--- src/rtl/decimal_to_bcd_encoder_pkg.sv ---
// Shared types and constants for the decimal key to BCD encoder.
// Holds the FSM state enum, digit/BCD widths and the key encoding function.
package decimal_pkg;

  localparam int DIGITS = 10;
  localparam int BCD_W  = 4;
  localparam int CNT_W  = 8;
  localparam logic [BCD_W-1:0] BCD_ERR = 4'hF;

  typedef enum logic [1:0] {
    ST_IDLE     = 2'd0,
    ST_DEBOUNCE = 2'd1,
    ST_PRESENT  = 2'd2,
    ST_RELEASE  = 2'd3
  } state_t;

  // Returns {err, bcd}: a lone pressed key gives its digit, anything else is an error.
  function automatic logic [BCD_W:0] encode_key(input logic [DIGITS-1:0] key);
    int unsigned      ones;
    logic [BCD_W-1:0] idx;
    ones = 0;
    idx  = '0;
    for (int i = 0; i < DIGITS; i++) begin
      if (key[i]) begin
        ones = ones + 1;
        idx  = BCD_W'(i);
      end
    end
    if (ones == 1) begin
      return {1'b0, idx};
    end else begin
      return {1'b1, BCD_ERR};
    end
  endfunction

endpackage

--- src/rtl/decimal_to_bcd_encoder_key_stabilizer.sv ---
// Snapshot register and run-length counter for the key lines.
// Pulses stable on the edge at which the held pattern completes its debounce run.
module key_stabilizer
  import decimal_pkg::*;
#(
  parameter int unsigned DEBOUNCE_CYCLES = 4
) (
  input  logic              clk,
  input  logic              rst,
  input  logic [DIGITS-1:0] key,
  input  logic              idle,
  input  logic              debouncing,
  output logic              stable
);

  localparam logic [CNT_W:0] TARGET = (CNT_W+1)'(DEBOUNCE_CYCLES);
  localparam bit             SINGLE = (DEBOUNCE_CYCLES == 1);

  logic [DIGITS-1:0] snapshot_reg;
  logic [CNT_W-1:0]  count_reg;
  logic [DIGITS-1:0] bit_match;
  logic [CNT_W:0]    count_inc;
  logic              same;
  logic              key_any;
  logic              load;

  genvar gi;
  generate
    for (gi = 0; gi < DIGITS; gi++) begin : g_match
      assign bit_match[gi] = key[gi] ~^ snapshot_reg[gi];
    end
  endgenerate

  assign same      = &bit_match;
  assign key_any   = |key;
  assign count_inc = {1'b0, count_reg} + (CNT_W+1)'(1);
  // A new nonzero pattern (from idle, or a change mid-debounce) restarts the run at one.
  assign load      = key_any && (idle || (debouncing && !same));

  assign stable = key_any &&
                  ((idle && SINGLE) || (debouncing && same && (count_inc == TARGET)));

  always_ff @(posedge clk) begin
    if (rst) begin
      snapshot_reg <= '0;
      count_reg    <= '0;
    end else if (load) begin
      snapshot_reg <= key;
      count_reg    <= CNT_W'(1);
    end else if (debouncing && key_any) begin
      count_reg    <= count_inc[CNT_W-1:0];
    end else if (debouncing) begin
      snapshot_reg <= '0;
      count_reg    <= '0;
    end
  end

endmodule

--- src/rtl/decimal_to_bcd_encoder.sv ---
// Debounced decimal keypad to BCD encoder with valid/ready output handshake.
// One code per press: a key must be fully released before the next code is produced.
module decimal_to_bcd_encoder
  import decimal_pkg::*;
#(
  parameter int unsigned DEBOUNCE_CYCLES = 4
) (
  input  logic              clk,
  input  logic              rst,
  input  logic [DIGITS-1:0] key,
  input  logic              ready,
  output logic [BCD_W-1:0]  bcd,
  output logic              valid,
  output logic              err,
  output logic              busy
);

  state_t           state_reg, state_next;
  logic             stable;
  logic             key_any;
  logic [BCD_W-1:0] bcd_reg, bcd_next;
  logic             err_reg, err_next;
  logic             valid_reg, valid_next;
  logic             busy_reg, busy_next;

  assign key_any = |key;

  key_stabilizer #(
    .DEBOUNCE_CYCLES(DEBOUNCE_CYCLES)
  ) u_stabilizer (
    .clk        (clk),
    .rst        (rst),
    .key        (key),
    .idle       (state_reg == ST_IDLE),
    .debouncing (state_reg == ST_DEBOUNCE),
    .stable     (stable)
  );

  always_ff @(posedge clk) begin
    if (rst) begin
      state_reg <= ST_IDLE;
    end else begin
      state_reg <= state_next;
    end
  end

  always_comb begin
    state_next = state_reg;
    case (state_reg)
      ST_IDLE: begin
        if (stable)       state_next = ST_PRESENT;
        else if (key_any) state_next = ST_DEBOUNCE;
      end
      ST_DEBOUNCE: begin
        if (stable)        state_next = ST_PRESENT;
        else if (!key_any) state_next = ST_IDLE;
      end
      ST_PRESENT: begin
        if (ready) state_next = ST_RELEASE;
      end
      ST_RELEASE: begin
        if (!key_any) state_next = ST_IDLE;
      end
      default: state_next = ST_IDLE;
    endcase
  end

  // The result is captured only on the completing debounce edge, so it holds
  // through PRESENT and after the handshake regardless of later key activity.
  always_comb begin
    bcd_next   = bcd_reg;
    err_next   = err_reg;
    if (stable) begin
      {err_next, bcd_next} = encode_key(key);
    end
    valid_next = (state_next == ST_PRESENT);
    busy_next  = (state_next != ST_IDLE);
  end

  always_ff @(posedge clk) begin
    if (rst) begin
      bcd_reg   <= '0;
      err_reg   <= 1'b0;
      valid_reg <= 1'b0;
      busy_reg  <= 1'b0;
    end else begin
      bcd_reg   <= bcd_next;
      err_reg   <= err_next;
      valid_reg <= valid_next;
      busy_reg  <= busy_next;
    end
  end

  assign bcd   = bcd_reg;
  assign err   = err_reg;
  assign valid = valid_reg;
  assign busy  = busy_reg;

endmodule

--- config.mk ---
export PLATFORM = sky130hd
export DESIGN_NAME = decimal_to_bcd_encoder
export DESIGN_NICKNAME = d
export VERILOG_FILES = /design/src/rtl/decimal_to_bcd_encoder_pkg.sv /design/src/rtl/decimal_to_bcd_encoder_key_stabilizer.sv /design/src/rtl/decimal_to_bcd_encoder.sv
export SDC_FILE = /design/constraint.sdc
export NUM_CORES = 1
export LEC_CHECK = 0
export CORE_ASPECT_RATIO = 0.7
export CORE_MARGIN = 5
export CORE_UTILIZATION = 50
export CTS_CLUSTER_SIZE = 14
export DETAILED_ROUTE_END_ITERATION = 7
export MAX_ROUTING_LAYER = met4
export PLACE_DENSITY = 0.73
export SETUP_SLACK_MARGIN = 0.5
export SYNTH_ARGS = -nofsm -noshare
export SYNTH_HDL_FRONTEND = slang
export SYNTH_SLANG_ARGS = --single-unit
--- constraint.sdc ---
create_clock -name clk -period 5.7 [get_ports clk]
set_input_delay 0.855 -clock clk [delete_from_list [all_inputs] [get_ports clk]]
set_output_delay 0.855 -clock clk [all_outputs]
set_load 0.05 [all_outputs]
* After elaboration in Yosys (flattened, before gate mapping)
Cells that the tools add are included.
** Word-level totals
- Register bits :: 27
- Input port bits :: 13
- Output and inout port bits :: 7
- Word-level logic and storage cells :: 94
** Operators by class
- Add/sub/neg operators :: 10
- Equality and inequality tests :: 7
- Multiplexer cells :: 42
- Bitwise operators :: 10
- Reduce and logical (&&, ||, !) cells :: 17
** Operators by type and width (count)
- $mux 32 :: 19
- $add 32x1->32 const B :: 9
- $eq 32x1->1 const B :: 1
- $mux 4 :: 8
- $mux 10 :: 3
- $mux 8 :: 2
- $mux 2 :: 5
- $reduce_and 10->1 :: 1
- $reduce_or 10->1 :: 1
- $xnor 1x1->1 :: 10
- $add 8x1->9 const B :: 1
- $eq 9x3->1 const B :: 1
- $pmux 2 s4 :: 1
- $eq 2x2->1 const B :: 3
- $logic_and 1x1->1 :: 6
- $reduce_bool 2->1 :: 3
- $mux 5 :: 1
- $mux 1 :: 3
- $reduce_bool 3->1 :: 1
- $eq 2x1->1 const B :: 1
- $logic_not 2->1 :: 1
- $ne 2x1->1 const B :: 1
- $reduce_and 2->1 :: 1
- $reduce_or 2->1 :: 1
- 2 further kinds :: 2

* Depth between registers and ports, before layout
- Depth in word-level cells :: 35
- Mapped depth :: 26
- Depth with buffers taken out :: 26

* Modules after synthesis
A second synthesis with hierarchy kept.
** Second synthesis, totals
- Cell total of the unflattened synthesis :: 279
- Area total of the unflattened synthesis :: 2391.0 um^2
** Modules (own cells, without submodules)
- decimal_to_bcd_encoder :: instances 1, cells each 163, area each 1330.0 um^2, sequential area each 180.2 um^2
- key_stabilizer :: instances 1, cells each 116, area each 1061.0 um^2, sequential area each 360.3 um^2

* Worst setup path before layout
OpenSTA, ideal clock, no wires.
- Kind :: in2reg
- From :: in key[0]
- To :: reg bcd_reg[2], in the netlist bcd[2]
- Setup time :: 0.119 ns
- Arrival time :: 5.428 ns
- Setup slack :: 0.153 ns
- Stages :: 24
- Buffers on the path :: 0
- Path through :: inv_1 > ha_1 > xor2_1 > ha_1 > mux2_2 > ha_1 > mux2i_1 > nand2_1 > ha_1 > nor2_1 > a31oi_1 > ha_1 > nand2_1 > nand2_1 > ha_1 > nor2b_1 > a21oi_1 > ha_1 > mux2_2 > ha_1 > o21ai_0 > o41ai_4 > nor3b_4 > a21oi_2
** Between the ends
- Word-level cells in the longest chain between the ends :: 31
- Elaborated cells on any way between the ends :: 37
- Classes of those cells :: add/sub: 9; eq/ne: 1; mux: 21; bitwise: 1; reduce/logical: 5
** Ends and longest elaborated chain
- start: declaration :: line decimal_to_bcd_encoder.sv:10 : input logic [DIGITS-1:0] key,
- $mux 1 :: line decimal_to_bcd_encoder_pkg.sv:24 : if (key[i]) begin
- $mux 32 :: line decimal_to_bcd_encoder.sv:73 : if (stable) begin
- $add 32x1->32 :: line decimal_to_bcd_encoder_pkg.sv:25 : ones = ones + 1;
- $mux 32 :: line decimal_to_bcd_encoder_pkg.sv:24
- $mux 32 :: line decimal_to_bcd_encoder.sv:73
- $add 32x1->32 :: line decimal_to_bcd_encoder_pkg.sv:25
- $mux 32 :: line decimal_to_bcd_encoder_pkg.sv:24
- $mux 32 :: line decimal_to_bcd_encoder.sv:73
- (+15 left out)
- $add 32x1->32 :: line decimal_to_bcd_encoder_pkg.sv:25
- $mux 32 :: line decimal_to_bcd_encoder_pkg.sv:24
- $mux 32 :: line decimal_to_bcd_encoder.sv:73
- $add 32x1->32 :: line decimal_to_bcd_encoder_pkg.sv:25
- $mux 32 :: line decimal_to_bcd_encoder_pkg.sv:24
- $mux 32 :: line decimal_to_bcd_encoder.sv:73
- $eq 32x1->1 :: line decimal_to_bcd_encoder_pkg.sv:29 : if (ones == 1) begin
- $mux 5 :: line decimal_to_bcd_encoder_pkg.sv:29
- end signal: assignment :: line decimal_to_bcd_encoder.sv:87 : bcd_reg <= bcd_next;
- end: declaration :: line decimal_to_bcd_encoder.sv:21 : logic [BCD_W-1:0] bcd_reg, bcd_next;
Several ways; a longest one is shown, not always the timed one. The select of a mux whose other input is x is not followed.
A chain may end at the register's enable or synchronous reset.

* Worst setup path after layout
- From :: in key[0]
- To :: reg err_reg, in the netlist err
** Between the ends
- Word-level cells in the longest chain between the ends :: 31
- Elaborated cells on any way between the ends :: 37
- Classes of those cells :: add/sub: 9; eq/ne: 1; mux: 21; bitwise: 1; reduce/logical: 5
** Ends and longest elaborated chain
- $mux 1 :: line decimal_to_bcd_encoder_pkg.sv:24
- $mux 32 :: line decimal_to_bcd_encoder.sv:73
- $add 32x1->32 :: line decimal_to_bcd_encoder_pkg.sv:25
- $mux 32 :: line decimal_to_bcd_encoder_pkg.sv:24
- $mux 32 :: line decimal_to_bcd_encoder.sv:73
- $add 32x1->32 :: line decimal_to_bcd_encoder_pkg.sv:25
- $mux 32 :: line decimal_to_bcd_encoder_pkg.sv:24
- $mux 32 :: line decimal_to_bcd_encoder.sv:73
- (+15 left out)
- $add 32x1->32 :: line decimal_to_bcd_encoder_pkg.sv:25
- $mux 32 :: line decimal_to_bcd_encoder_pkg.sv:24
- $mux 32 :: line decimal_to_bcd_encoder.sv:73
- $add 32x1->32 :: line decimal_to_bcd_encoder_pkg.sv:25
- $mux 32 :: line decimal_to_bcd_encoder_pkg.sv:24
- $mux 32 :: line decimal_to_bcd_encoder.sv:73
- $eq 32x1->1 :: line decimal_to_bcd_encoder_pkg.sv:29
- $mux 5 :: line decimal_to_bcd_encoder_pkg.sv:29
- end signal: assignment :: line decimal_to_bcd_encoder.sv:88 : err_reg <= err_next;
- end: declaration :: line decimal_to_bcd_encoder.sv:22 : logic err_reg, err_next;
Several ways; a longest one is shown, not always the timed one. The select of a mux whose other input is x is not followed.

==> results.sh <==
export IMPL_gr_total_overflow=0
export IMPL_rsz0062_at_grt="true"
export IMPL_wl_per_cell_um=15.38
export IMPL_netlist_area_um2=2277
export IMPL_p_leak_nw=1.181
export IMPL_power_frac_comb_pct=60.9
export IMPL_multi_input_area_um2=1807
export IMPL_core_region_area_um2=4379
export IMPL_vias_per_cell=5.869
export IMPL_wirelength_um=5753
export IMPL_tightest_slew_ns=0.7735
export IMPL_start_util_pct=52.00
export IMPL_fin_util_pct=66.46
export IMPL_hold_viol=0
export IMPL_worst_ep_arrival_time_ns=5.29
export IMPL_avgSynthCellArea_um2=8.075
export IMPL_drt_pass1_iter_count=4
export IMPL_maxSlewViolCount=0
export IMPL_ctsRootBufferMaster="clkbuf_8"
export IMPL_cp_required_ns=5.85
export IMPL_antenna_found_initial=0
export IMPL_nets=344
export IMPL_cts_max_level=1
export IMPL_seqPwrFrac_pct=24.9
export IMPL_ctsLongestPathBuffers=2
export IMPL_grt_pass1_wl_um=9798
export IMPL_area_growth_pct=27.80
export IMPL_rows=20
export IMPL_critPathLaunchType="primary input"
export IMPL_cts_tree="yes"
export IMPL_path_clk_slew_ns=0.10
export IMPL_netSwitchingPower_mw=0.3010
export IMPL_worstHoldPathType="reg2reg"
export IMPL_worstSkewPairLatency_ns=0.28
export IMPL_maxSlewHeadroom_pct=48.33
export IMPL_fill_cells=359
export IMPL_max_freq_ghz=0.1943
export IMPL_whs_ns=0.4852
export IMPL_p_int_mw=0.4893
export IMPL_p_clk_share_pct=14.2
export IMPL_switching_share_pct=38.08
export IMPL_boundaryPins=20
export IMPL_synth_edff_count=0
export IMPL_fin_crit_ns=5.148
export IMPL_grt_pass1_vias=2049
export IMPL_cp_end_kind="flop"
export IMPL_dieArea_um2=6026
export IMPL_antenna_cells=0
export IMPL_drv_cap=0
export IMPL_post_dp_hpwl_um=4093
export IMPL_ys_flop_type="dfxtp_1"
export IMPL_place_congestion=0.9078
export IMPL_finalClockSkew_ns=0.004046
export IMPL_syn_nets=306
export IMPL_num_vias=2195
export IMPL_max_stage_delay_ns=0.33
export IMPL_drc=0
export IMPL_drive_gt1_share_pct=24.76
export IMPL_ys_seq_area_share_pct=23.74
export IMPL_ys_ff_latch=27
export IMPL_drtIter0Drc=238
export IMPL_die_w_um=90.66
export IMPL_synth_warnings=0
export IMPL_cp_slowest_cell="nor4b_4"
export IMPL_ys_async_sr_fraction_pct=0
export IMPL_cts_sinks=27
export IMPL_die_h_um=66.47
export IMPL_power_total_mw=0.7903
export IMPL_largest_register_ffs=10
export IMPL_seqCellArea_um2=540.5
export IMPL_drtAntennaViolNets=0
export IMPL_worstPathMaxFanout=4
export IMPL_period_share_pct=90.31
export IMPL_ir_drop_mv=0.3078
export IMPL_outcome="completed"
export IMPL_cpMostUsedCell="ha_4"
export IMPL_crit_type="in2reg"
export IMPL_p_per_area_nw_per_um2=271.5
export IMPL_numCtsBuffers=3
export IMPL_grt_usage_pct=20.22
export IMPL_setup_viol=0
export IMPL_synthDistinctLibCells=59
export IMPL_synth_cells=282
export IMPL_io_buffers=19
export IMPL_grt_max_degree=22
export IMPL_hold_buffers=0
-- synthesized netlist by cell type, drive strengths merged, types with 5 or more instances --
library cell / n / share of area [%]
a21oi: 32 / 7.4
a31oi: 5 / 1.4
buf: 5 / 1.6
clkbuf: 9 / 1.5
dfxtp: 27 / 24
ha: 11 / 6.0
inv: 8 / 1.3
nand2: 31 / 5.2
nand3: 15 / 3.3
nand4: 5 / 1.4
nor2: 29 / 4.8
nor3: 7 / 1.8
nor3b: 6 / 2.5
nor4: 5 / 1.6
o21ai: 9 / 2.1
xnor2: 17 / 7.2
xor2: 9 / 4.5
-- cell families after synthesis --
| group | synth area share [%] |
|---|---|
| and+or+nand+nor | 26.76 |
| buffers and inverters | 4.395 |
| muxes | 3.022 |
| DFF | 23.74 |
| xor gates and xnor gates | 15.66 |
| AOI/OAI and AO/OA | 20.39 |
| adders and majority gates | 6.044 |
-- layout by cell type (no fill, tap or decap), drive strengths merged, types with 2 or more instances in the layout --
master         instances
nand2                 31
o21ai                  9
o31a                   2
buf                   30
mux2i                  2
mux2                   4
nor4b                  3
nand3                 15
dfxtp                 27
nor3                   7
nand3b                 2
a21oi                 32
clkbuf                 4
xor2                   9
a31oi                  5
nor2b                  2
a211oi                 2
and3                   4
nand4                  5
o21bai                 4
nor3b                  6
nor2                  29
clkdlybuf4s50         16
inv                    8
xnor2                 17
nand2b                 4
ha                    11
nor4                   5
xnor3                  4
a22oi                  3
-- through the flow --
stage               cell area, um^2  setup TNS (ns)  instances  setup slack, ns
CTS                            2815               0        371           0.5091
finish                         2910               0        374           0.5523
global placement               2704          -1.547        363          -0.3277
floorplan                      2357               0        282           0.4378
global route                   2910               0        374           0.3411
detailed placement             2704          -2.328        363          -0.4969
-- path summary, 6_finish.rpt --
kind	cells past startpoint	startpoint	slack, ns	end
setup / recovery	27	key[0]	0.55	err
hold / removal	2	u_stabilizer.snapshot_reg[4]	0.49	u_stabilizer.snapshot_reg[4]
setup reg to reg	9	u_stabilizer.snapshot_reg[1]	2.77	err
hold reg to reg	2	u_stabilizer.snapshot_reg[4]	0.49	u_stabilizer.snapshot_reg[4]
-- cell type report --
| class | instances | area share (%) |
|---|---|---|
| timing repair buffer | 47 | 13.93 |
| inverter | 8 | 1.462 |
| tap | 55 | 2.365 |
| clock inverter | 1 | 0.1720 |
| multi-input combinational | 233 | 62.08 |
| clock buffer | 3 | 1.419 |
| sequential | 27 | 18.57 |
-- power by group through the flow --
stage | sequential [mW] | combinational [mW] | clock, mW
after floorplan | 0.202 | 0.280 | 0
after global placement | 0.201 | 0.372 | 0
after detailed placement | 0.202 | 0.377 | 0
after CTS | 0.197 | 0.416 | 0.111
after global routing | 0.198 | 0.521 | 0.121
final | 0.197 | 0.481 | 0.112
-- what timing repair did --
| action | in CTS | in global routing |
|---|---|---|
| buffers inserted | 4 | 3 |
| resized for setup | 19 | 18 |
| pin swaps | 7 | 12 |
| endpoints found under the setup margin | 5 | 5 |
-- routing by layer --
metal | up-vias | track usage, % | routed length [um]
li1 | 1085 | - | -
met1 | 1038 | 30.14 | 2978
met2 | 66 | 28.17 | 2435
met3 | 6 | 3.725 | 291
met4 | 0 | 4.275 | 48
met5 | - | - | 0
-- worst max-delay path, delay by kind of cell --
| kind | cells | cell delay (ns) |
|---|---|---|
| AND/OR/NAND/NOR | 10 | 1.19 |
| AO/OA/AOI/OAI | 6 | 0.70 |
| adder cells (fa/ha/maj) | 7 | 1.80 |
| buffers and inverters | 2 | 0.24 |
| multiplexers | 2 | 0.47 |
(Power assumes the default switching activity.)
==> variant 1: new RTL, config.mk and constraints unchanged <==
Make the reset (`rst`) asynchronous in 3 clocked blocks.
--- a/src/rtl/decimal_to_bcd_encoder_key_stabilizer.sv
+++ b/src/rtl/decimal_to_bcd_encoder_key_stabilizer.sv
@@ -40,7 +40,7 @@
   assign stable = key_any &&
                   ((idle && SINGLE) || (debouncing && same && (count_inc == TARGET)));
 
-  always_ff @(posedge clk) begin
+  always_ff @(posedge clk or posedge rst) begin
     if (rst) begin
       snapshot_reg <= '0;
       count_reg    <= '0;
--- a/src/rtl/decimal_to_bcd_encoder.sv
+++ b/src/rtl/decimal_to_bcd_encoder.sv
@@ -36,7 +36,7 @@
     .stable     (stable)
   );
 
-  always_ff @(posedge clk) begin
+  always_ff @(posedge clk or posedge rst) begin
     if (rst) begin
       state_reg <= ST_IDLE;
     end else begin
@@ -77,7 +77,7 @@
     busy_next  = (state_next != ST_IDLE);
   end
 
-  always_ff @(posedge clk) begin
+  always_ff @(posedge clk or posedge rst) begin
     if (rst) begin
       bcd_reg   <= '0;
       err_reg   <= 1'b0;
Behaviour: differs if rst is asserted again (counterexample within 4 cycles, from zero or initial values and one cycle with rst high); with rst held inactive, the same outputs for 4 cycles.
==> variant 1 against the unedited design <==
Critical endpoint is now bcd[2]. Cell area grew 4.3%. Synthesized area grew 3.5%. Sequential cell count is the same. Total power shrank 5.3%. Routed wire length shrank 0.87%. Worst setup slack lost 490 ps.
==> variant 1: results (changes against the unedited design) <==
[outcome]
status=finished clean

[layout]
fillCellCount=382  ; +6.4%
layout-drive-gt1-share_pct=24.76  ; about the same
largest_register_ffs=10  ; unchanged
layoutNonFillerInstCount=370  ; -1.1%

[global_routing]
grt_max_degree=28  ; +27%
grt-ovfl-total=0  ; unchanged
track_usage_pct=19.74  ; -0.48 points
grt_pass1_wl_mm=9.577  ; -2.3%
grt_pass1_vias=2060  ; +0.54%

[cts]
cts_root_buf=clkbuf_8

[detailed_routing]
met2_length_mm=2.297  ; -5.7%
via_per_inst=5.832  ; -0.62%
met3_length_microns=301  ; +3.4%
drt-met1-wl_mm=3.078  ; +3.4%

[synth]
synth.distinct_cells=65  ; +10%
synth-async-reset-ratio_pct=100.0  ; +100 points
synth.top_cells.by_count=27 x dfrtp_1, 23 x nand2_1, 17 x nor2_1
syn_nets=296  ; -3.3%
synth_seq_area_share_pct=28.66  ; +4.9 points

[pwr]
power.net_switching_w=0.0002685  ; -11%
irDropWorstVdd_mv=0.1689  ; -45%

[placed_design]
dp_hpwl_mm=4.214  ; +3.0%
gp_congestion=0.8397  ; -7.5%
dp_cells=360  ; -0.83%

[critical_path]
crit_fanout=3  ; -1
r2r_slack_ps=2640  ; -130 ps
reg2reg_depth=8  ; -1
timing.rr.end=busy
r2r_start=u_stabilizer.count_reg[0]
crit_slowest_cell=ha_1
crit_arrival_ps=5830  ; +540 ps

[worst_hold_path]
hold_path_startpoint=u_stabilizer.snapshot_reg[4]

[sta]
holdWs_ps=533.7  ; +48.47 ps
fin_skew_ps=1.470  ; -2.576 ps

variant 1: changes by cell type in the layout (fill, tap and decap cells not counted), sizes merged, moves of 4 or more:
cell	before	now
nand3	15	8
o21ai	9	18
xnor2	17	13
dfrtp	0	27
inv	8	12
buf	30	38
a22o	0	10
dfxtp	27	0
nor2	29	17
nand2	31	24
a21oi	32	13
variant 1: critical path: cells and delay by family:
family	cells	cell delay, ps
muxes	1	280
and+or+nand+nor	5	640
AOI/OAI and AO/OA	8	1210
buffers and inverters	6	490
adders and majority gates	8	2150
xor gates and xnor gates	1	170
variant 1: how the worst max path moves through the flow:
| stage | endpoint | slack (ps) | from | cells after the start |
|---|---|---|---|---|
| final | bcd[2] | 70 | key[1] | 29 |
| after detailed placement | bcd[3] | -930 | key[1] | 29 |
| after floorplan | bcd[3] | 2 | key[1] | 28 |
| after CTS | bcd[2] | 30 | key[1] | 29 |
| after global routing | bcd[2] | -180 | key[1] | 29 |
| after global placement | bcd[3] | -580 | key[1] | 29 |
variant 1: layout make-up:
class | count | area, sq um | area share [%]
Timing Repair Buffer | 55 | 460.4 | 15.17
Multi-Input combinational cell | 217 | 1725 | 56.84
Tap cell | 55 | 68.82 | 2.267
Inverter | 12 | 60.06 | 1.979
Clock buffer | 4 | 45.04 | 1.484
Sequential cell | 27 | 675.6 | 22.26
variant 1: power groups by stage:
stage                     clock network, W  logic (W)  registers [W]
after floorplan                          0   0.000263       0.000201
after global placement                   0   0.000360       0.000202
after detailed placement                 0   0.000368       0.000202
after CTS                         0.000112   0.000419       0.000198
after global routing              0.000121   0.000483       0.000199
final                             0.000109   0.000441       0.000198
variant 1: through the flow:
stage	setup slack, ps	power, W	setup TNS (ps)	util, %	area (sq um)
after floorplan	1.724	0.0004638	0	-	2450
after global placement	-575.5	0.0005615	-2764	64.13	2856
after detailed placement	-932.2	0.0005701	-4384	64.13	2856
final	66.02	0.0007482	0	68.15	3035
after CTS	27.98	0.0007295	0	67.25	2995
after global routing	-178.9	0.0008025	-779.6	68.15	3035
variant 1: cells by family after synthesis:
kind of cell / Yosys count / synth area share [%]
compound gates: 75 / 22.77
mux: 3 / 1.327
xor+xnor: 29 / 13.32
fa+ha+maj: 11 / 5.839
flops: 27 / 28.66
buf+inv: 28 / 5.201
simple gates: 99 / 22.88
variant 1: what timing repair did:
| action | 4_1_cts | 5_1_grt |
|---|---|---|
| resized for setup | 20 | 6 |
| setup endpoints to repair | 5 | 5 |
| pin swaps | 18 | 14 |
| setup buffers | 4 | 2 |
variant 1: metal layers:
| layer | vias to the layer above | global-route usage [%] |
|---|---|---|
| met5 | - | - |
| met4 | 0 | 2.407 |
| met3 | 4 | 4.677 |
| met2 | 41 | 28.45 |
| met1 | 1030 | 28.89 |
| li1 | 1083 | - |
==> variant 2: new RTL, same flow settings <==
Made on the original files. Set the package constant `DIGITS` to 5 (it was 10).
--- a/src/rtl/decimal_to_bcd_encoder_pkg.sv
+++ b/src/rtl/decimal_to_bcd_encoder_pkg.sv
@@ -2,7 +2,7 @@
 // Holds the FSM state enum, digit/BCD widths and the key encoding function.
 package decimal_pkg;
 
-  localparam int DIGITS = 10;
+  localparam int DIGITS = 5;
   localparam int BCD_W  = 4;
   localparam int CNT_W  = 8;
   localparam logic [BCD_W-1:0] BCD_ERR = 4'hF;
Interface: changed (resized key); port bits go from 20 to 15. No check against the original RTL was run, so the function may have changed too.
==> variant 2 against the unedited design <==
Sequential cell count shrank 6. Cell area shrank 49%. Total power shrank 61%. Utilization shrank 6.0 points. Die area shrank 38%. Routed wire length shrank 52%. Synthesized area shrank 42%. Sequential share of layout area grew 9.5 points. Worst setup slack gained 1500 ps. First-iteration DRC count shrank 68%. Register-to-register slack gained 780 ps. Critical path type unchanged. Highest routed layer unchanged.
==> variant 2: results (changes against the unedited design) <==
[global_routing]
grt_pass1_wl_mm=4.857  ; -50%
track_usage_pct=16.86  ; -3.4 points
grt_max_degree=17  ; -23%
grt_pass1_vias=1116  ; -46%

[critical_path]
worstSetupEndpoint=bcd[0]
startpoint=key[1]
crit_arrival_ps=3730  ; -1560 ps
r2r_start=state_reg[0]
reg2reg_depth=5  ; -4
r2r_slack_ps=3550  ; +780 ps
timing.rr.end=bcd[2]

[sta]
fin_skew_ps=1.624  ; -2.422 ps
holdWs_ps=480.6  ; -4.620 ps
post-route-period-util_pct=63.36  ; -27 points
worst_pin_slew_ps=893.1  ; +119.6 ps

[placed_design]
dp_cells=202  ; -44%
dp_hpwl_mm=2.129  ; -48%
port_buffers=14  ; -5
preCtsSetupSlack_ps=1807  ; +2304 ps
placed_area_sq_um=1451  ; -46%
gp_congestion=0.8471  ; -6.7%

[layout]
layout-drive-gt1-share_pct=6.395  ; -18 points
fin_util_pct=60.45  ; -6.0 points
antenna_cells=0  ; unchanged
largest_register_ffs=8  ; -2
fin_nets=187  ; -46%
layoutNonFillerInstCount=206  ; -45%

[synth]
synth_seq_area_share_pct=32.06  ; +8.3 points
syn_nets=176  ; -42%
synthMuxAreaShare_pct=1.622  ; -1.4 points
yosys-top-cells-area=dfxtp_1 32%, xnor2_1 6.0%, a21oi_1 5.7%
synth.top_cells.by_count=21 x dfxtp_1, 18 x nand2_1, 15 x a21oi_1, 15 x nor2_1, 10 x nand3_1
synth_adder_area_share_pct=5.725  ; -0.32 points
synth-compound-area-share_pct=22.14  ; +1.8 points
synth_area_per_cell_sq_um=8.094  ; +0.24%

[cts]
cts-resized-gates=0  ; -19
post-cts-setup-buffers=0  ; -4
worstSkewPairLatency_ps=260  ; -20 ps
path_clk_slew_ps=70  ; -30 ps

[detailed_routing]
drt_iter0_drc=76  ; -68%
vias=1162  ; -47%
first_pass_iters=6  ; +2

[pwr]
irDropWorstVdd_mv=0.1469  ; -52%

[worst_hold_path]
hold_end=u_stabilizer.snapshot_reg[0]

[outcome]
status=finished clean

## variant 2: area by class of cell
type | count | area share, %
clock buffer | 3 | 2.757
clock inverter | 1 | 0.3342
multi-input combinational | 128 | 55.39
inverter | 5 | 1.253
timing repair buffer | 14 | 9.357
sequential | 21 | 28.07
tap | 34 | 2.840
## variant 2: report_power, final
group          internal (W)  switching (W)  total [W]
registers          0.000150     0.00000254   0.000153
logic             0.0000254      0.0000334  0.0000588
clock network     0.0000487      0.0000470  0.0000956
## variant 2: critical path, stage by stage
cell and delay [ps]:
clkdlybuf4s50_1 550, inv_1 100, ha_1 330, xor2_1 200, ha_1 360, mux2_2 270, ha_1 190, xnor2_1 180
xnor2_1 90, o41ai_1 440, a31oi_1 150
## variant 2: per-layer routing
metal  track usage (%)  wire length, microns  vias up
met2             27.74                  1182       20
li1                  -                     -      601
met5                 -                     0        -
met3             4.789                   119        2
met1             21.03                  1423      539
met4             2.813                    13        0
